==> config.mk <==
export PLATFORM = sky130hd
export DESIGN_NAME = mult_ctrl_taint_track
export DESIGN_NICKNAME = d
export VERILOG_FILES = /design/src/rtl/mult_ctrl_taint_track_pkg.sv /design/src/rtl/mult_ctrl_taint_tracker.sv /design/src/rtl/mult_ctrl_taint_track.sv
export SDC_FILE = /design/constraint.sdc
export NUM_CORES = 1
export LEC_CHECK = 0
export CORE_AREA = 2 2 39 41
export CTS_CLUSTER_DIAMETER = 100
export DETAILED_ROUTE_END_ITERATION = 8
export DIE_AREA = 0 0 41 43
export PLACE_DENSITY = 0.79
export SYNTH_ARGS = -nofsm -noshare
export SYNTH_HDL_FRONTEND = slang
export SYNTH_SLANG_ARGS = --single-unit
==> constraint.sdc <==
create_clock -name clk -period 1.5 [get_ports clk]
set_clock_uncertainty 0.05 [all_clocks]
set_input_delay 0.225 -clock clk [delete_from_list [all_inputs] [get_ports clk]]
set_output_delay 0.225 -clock clk [all_outputs]
set_load 0.005 [all_outputs]
==> src/rtl/mult_ctrl_taint_track_pkg.sv <==
// mult_ctrl_pkg: state encoding and counter sizing for the taint-tracking multiplier controller.
// Revision: 1.0
`default_nettype none

package mult_ctrl_pkg;

  typedef logic [2:0] state_t;

  localparam logic [2:0] ST_IDLE  = 3'd0;
  localparam logic [2:0] ST_INIT  = 3'd1;
  localparam logic [2:0] ST_TEST  = 3'd2;
  localparam logic [2:0] ST_ADD   = 3'd3;
  localparam logic [2:0] ST_SHIFT = 3'd4;
  localparam logic [2:0] ST_DONE  = 3'd5;

  function automatic int cnt_width(input int width);
    return (width > 2) ? $clog2(width) : 1;
  endfunction

endpackage

`default_nettype wire

==> src/rtl/mult_ctrl_taint_tracker.sv <==
// mult_ctrl_taint_tracker: sticky control-flow taint register; TAINT_DECLASSIFY_EN clears it on DONE->IDLE.
// Revision: 1.0
`default_nettype none

module mult_ctrl_taint_tracker (
  input  logic clk,
  input  logic rst_n,
  input  logic in_idle,
  input  logic in_test,
  input  logic in_done,
  input  logic start_t,
  input  logic bit_t,
  output logic ctrl_taint
);

  logic ctrl_taint_d;
  logic ctrl_taint_q;

`ifdef TAINT_DECLASSIFY_EN
  always_comb begin
    ctrl_taint_d = ctrl_taint_q | (in_idle & start_t) | (in_test & bit_t);
    // DONE always returns to IDLE, so clearing here declassifies the next operation
    if (in_done) begin
      ctrl_taint_d = 1'b0;
    end
  end
`else
  logic unused_in_done;
  assign unused_in_done = in_done;

  always_comb begin
    ctrl_taint_d = ctrl_taint_q | (in_idle & start_t) | (in_test & bit_t);
  end
`endif

  always_ff @(posedge clk) begin
    if (!rst_n) begin
      ctrl_taint_q <= 1'b0;
    end else begin
      ctrl_taint_q <= ctrl_taint_d;
    end
  end

  assign ctrl_taint = ctrl_taint_q;

endmodule

`default_nettype wire

==> src/rtl/mult_ctrl_taint_track.sv <==
// mult_ctrl_taint_track: shift-add multiplier sequencer with shadow taint on every control output.
// Revision: 1.0 -- optional macro TAINT_DECLASSIFY_EN (see mult_ctrl_taint_tracker)
`default_nettype none

module mult_ctrl_taint_track
  import mult_ctrl_pkg::*;
#(
  parameter int WIDTH = 4
) (
  input  logic             clk,
  input  logic             rst_n,
  input  logic             start,
  input  logic             start_t,
  input  logic [WIDTH-1:0] multiplierReg,
  input  logic [WIDTH-1:0] multiplierReg_t,
  output logic             mdld,
  output logic             mrld,
  output logic             rsclear,
  output logic             rsload,
  output logic             rsshr,
  output logic             mdld_t,
  output logic             mrld_t,
  output logic             rsclear_t,
  output logic             rsload_t,
  output logic             rsshr_t,
  output logic             busy,
  output logic             busy_t,
  output logic             done,
  output logic             done_t
);

  localparam int              CNT_W    = cnt_width(WIDTH);
  localparam logic [CNT_W-1:0] CNT_LAST = CNT_W'(WIDTH - 1);

  state_t           state_d, state_q;
  logic [CNT_W-1:0] cnt_d, cnt_q;
  logic             ctrl_taint;

  always_comb begin
    state_d = state_q;
    cnt_d   = cnt_q;
    case (state_q)
      ST_IDLE: begin
        if (start) begin
          state_d = ST_INIT;
        end
      end
      ST_INIT: begin
        cnt_d   = '0;
        state_d = ST_TEST;
      end
      ST_TEST: begin
        state_d = multiplierReg[cnt_q] ? ST_ADD : ST_SHIFT;
      end
      ST_ADD: begin
        state_d = ST_SHIFT;
      end
      ST_SHIFT: begin
        if (cnt_q == CNT_LAST) begin
          state_d = ST_DONE;
        end else begin
          cnt_d   = cnt_q + 1'b1;
          state_d = ST_TEST;
        end
      end
      ST_DONE: begin
        state_d = ST_IDLE;
      end
      default: begin
        state_d = ST_IDLE;
        cnt_d   = '0;
      end
    endcase
  end

  always_ff @(posedge clk) begin
    if (!rst_n) begin
      state_q <= ST_IDLE;
      cnt_q   <= '0;
    end else begin
      state_q <= state_d;
      cnt_q   <= cnt_d;
    end
  end

  // Only the bit actually under test can steer control flow
  mult_ctrl_taint_tracker u_taint (
    .clk        (clk),
    .rst_n      (rst_n),
    .in_idle    (state_q == ST_IDLE),
    .in_test    (state_q == ST_TEST),
    .in_done    (state_q == ST_DONE),
    .start_t    (start_t),
    .bit_t      (multiplierReg_t[cnt_q]),
    .ctrl_taint (ctrl_taint)
  );

  assign mdld    = (state_q == ST_INIT);
  assign mrld    = (state_q == ST_INIT);
  assign rsclear = (state_q == ST_INIT);
  assign rsload  = (state_q == ST_ADD);
  assign rsshr   = (state_q == ST_SHIFT);
  assign busy    = (state_q != ST_IDLE);
  assign done    = (state_q == ST_DONE);

  assign mdld_t    = ctrl_taint & mdld;
  assign mrld_t    = ctrl_taint & mrld;
  assign rsclear_t = ctrl_taint & rsclear;
  assign rsload_t  = ctrl_taint & rsload;
  assign rsshr_t   = ctrl_taint & rsshr;
  assign busy_t    = ctrl_taint & busy;
  assign done_t    = ctrl_taint & done;

endmodule

`default_nettype wire

==> key figures <==
Finish
  • P&R area growth vs syn: 75.0%
  • Finished Layout Cells: 105
  • Ant diodes: 0
  • Share of cells above drive strength 1: 0.348
  • Nets: 104
  • Post-Route Utilization: 0.601

Yosys
  • FFs w/ async S/R, synth: 0
  • Most area-hungry cell type in the Yosys netlist: dfxtp_1
  • EDFF count, synth: 0
  • Most numerous cell in the Yosys netlist: dfxtp_1
  • Most common flop cell mapped by yosys: dfxtp_1
  • Seq/Total Area, Yosys: 0.253
  • Synth Register Bits: 6
  • Mapped Area: 475 um^2
  • Syn Inst Count: 55
  • Syn_nets: 68
  • Synth area leaders: dfxtp_1 25%, mux2i_1 8.4%, buf_4 7.9%
  • YS warnings: 0
  • Commonest cells in the netlist: 6 x dfxtp_1, 5 x buf_4, 5 x nor2_1, 4 x and2_1, 4 x mux2i_1
  • Post-synth top area share: 0.253
  • Number of distinct library cells after synthesis: 28
  • Post-synthesis average cell area: 8.64 um^2

Drt
  • Detailed Routing Iterations Pass 1: 4
  • Routed Antenna Nets: 0
  • DRT iter0 DRCs: 5
  • Via density: 5.04
  • Vias: 529
  • WL/cell: 11.7 um
  • Drt drc: 0
  • Routed WL: 1.23 mm

Placement
  • Placed cell count: 99
  • Port Buf Inserts: 25
  • Detailed Place HPWL: 968 um
  • Placer Congestion: 0.805

Power and ir drop
  • Switching share of power: 0.273
  • Combinational share of power: 0.382
  • Leak: 0.447 nW
  • Pwr per Cell Area: 658 nW/um^2
  • Net Sw Power: 0.150 mW
  • Pint: 0.398 mW
  • Peak supply drop: 0.562 mV
  • Seq pwr share: 0.357
  • Clock power share: 0.261

Clock tree
  • Max clock buf depth: 2
  • Clk_lat worst skew: 0.24 ns
  • CTS tree: yes
  • Clock sink count: 6
  • H-tree levels: 1
  • Reg clk slew, reported paths: 0.04 ns
  • Root buffer cell: clkbuf_4
  • CTS Buf Count: 3

Timing
  • RSZ-0062 raised after global routing: true
  • Final setup margin: -0.0129 ns
  • Final Hold Viols: 0
  • Final worst path period need: 1.51 ns
  • Tightest Pin Transition: 0.275 ns
  • Final Cycle Share: 1.01
  • Final setup violation count: 1
  • Pins over their slew limit: 0
  • Max Fclk: 661 MHz
  • Slew margin rel.: 0.814

Setup path
  • CP max FO: 7
  • Worst EP arrival: 1.24 ns
  • Critical Path Start Type: register
  • Worst path required time: 1.22 ns
  • CP Capture Type: output port
  • WS Path Type: register to output port

Status
  • Failing checks: negative setup slack
  • Run status: complete, but fails checks

Global routing
  • Grt met2 use: 0.256
  • Met3 Track Usage GR: 0.0681
  • Vias in the first global route: 483
  • Global-route wire length before repair: 1.93 mm
  • Busiest grt layer: met2
  • Met1 global-route usage: 0.180
  • All-layer global routing usage: 0.161
  • Total grt overflow: 0
  • Initial antenna violation count: 0
  • Largest net degree at the start of global routing: 10

Floorplan
  • Core box area: 1380 um^2
  • I/O Pins: 26
  • Die X: 41 um
  • Std cell rows: 14
  • Die H: 43 um
  • Die footprint: 1760 um^2
  • Initial Util: 0.344

Job
  • Max cap viols: 0

Hold path
  • Min-Delay Path Class: register to register
logic make-up (layout without fill, tap and decap cells):
| kind of cell | after synthesis | after routing | synth area share |
|---|---|---|---|
| multiplexers | 5 | 5 | 0.132 |
| AO/OA/AOI/OAI | 9 | 9 | 0.121 |
| buffers and inverters | 9 | 43 | 0.161 |
| flip-flops | 6 | 6 | 0.253 |
| AND/OR/NAND/NOR | 25 | 25 | 0.308 |
| adder cells (fa/ha/maj) | 1 | 1 | 0.0263 |
path summary, 6_finish.rpt:
check / from / endpoint / slack, ns / cells after the start
max: state_q[1]$_SDFFE_PN0P_ / done / -0.01 / 4
min: cnt_q[0]$_SDFFE_PN0P_ / cnt_q[0]$_SDFFE_PN0P_ / 0.55 / 2
max reg2reg: state_q[0]$_SDFFE_PN0P_ / state_q[0]$_SDFFE_PN0P_ / 0.18 / 5
min reg2reg: cnt_q[0]$_SDFFE_PN0P_ / cnt_q[0]$_SDFFE_PN0P_ / 0.55 / 2
metal layers:
metal	share of wire	routed length, um
met1	0.38	463
met5	0	0
met4	0.015	18
met2	0.50	618
met3	0.11	131
worst max-delay path: stages (launching register included):
cell	delay, ns
dfxtp_4	0.37
buf_4	0.15
nor2b_2	0.12
and2_1	0.13
dlygate4sd2_1	0.23
per-stage QoR:
stage / power, mW / TNS (ns) / setup slack (ns) / hold slack [ns] / instance area [um^2]
2_1_floorplan: 0.292 / 0 / 0.196 / 0.314 / 475
3_3_place_gp: 0.388 / -1.30 / -0.154 / 0.544 / 752
3_5_place_dp: 0.394 / -1.86 / -0.188 / 0.542 / 752
4_1_cts: 0.546 / -1.32 / -0.251 / 0.554 / 806
5_1_grt: 0.592 / -0.262 / -0.0710 / 0.594 / 832
6_report: 0.547 / -0.0129 / -0.0129 / 0.548 / 832
sequential cells by signal, indices dropped and copies added (netlist names):
register and cells:
cnt_q 2, state_q 3, u_taint.ctrl_taint 1
layout make-up:
cell class | instances | area (um^2)
Timing Repair Buffer | 38 | 334
Multi-Input combinational cell | 40 | 317
Inverter | 2 | 7.51
Clock buffer | 3 | 22.5
Sequential cell | 6 | 131
Fill cell | 130 | 552
Tap cell | 16 | 20.0
cells in the final DEF, fill, tap and decap left out, drive strengths merged:
cell type	count
mux4	1
and3	1
o41ai	1
and2b	1
buf	14
dlymetal6s2s	5
nor3	2
nor4	1
inv	2
nand2b	2
mux2i	4
o31ai	1
clkbuf	6
clkdlybuf4s50	11
dfxtp	6
o21ai	1
and2	4
o22ai	2
nor2b	2
nand2	2
a21oi	3
nand3	2
dlygate4sd2	5
nor3b	1
nor2	5
nand3b	1
or2	1
a32oi	1
ha	1
power groups by stage:
stage | combinational (mW) | sequential, mW | clock [mW]
final | 0.209 | 0.195 | 0.143
after global routing | 0.230 | 0.197 | 0.165
after CTS | 0.208 | 0.191 | 0.147
after detailed placement | 0.203 | 0.191 | 0
after global placement | 0.197 | 0.191 | 0
after floorplan | 0.108 | 0.184 | 0
what timing repair did:
item	in CTS	in global routing
setup buffers	2	1
setup endpoints to repair	14	12
hold buffers	0	0
pin swaps	0	1
resized for setup	22	14
Note: power is estimated with default switching activity, not from simulation.
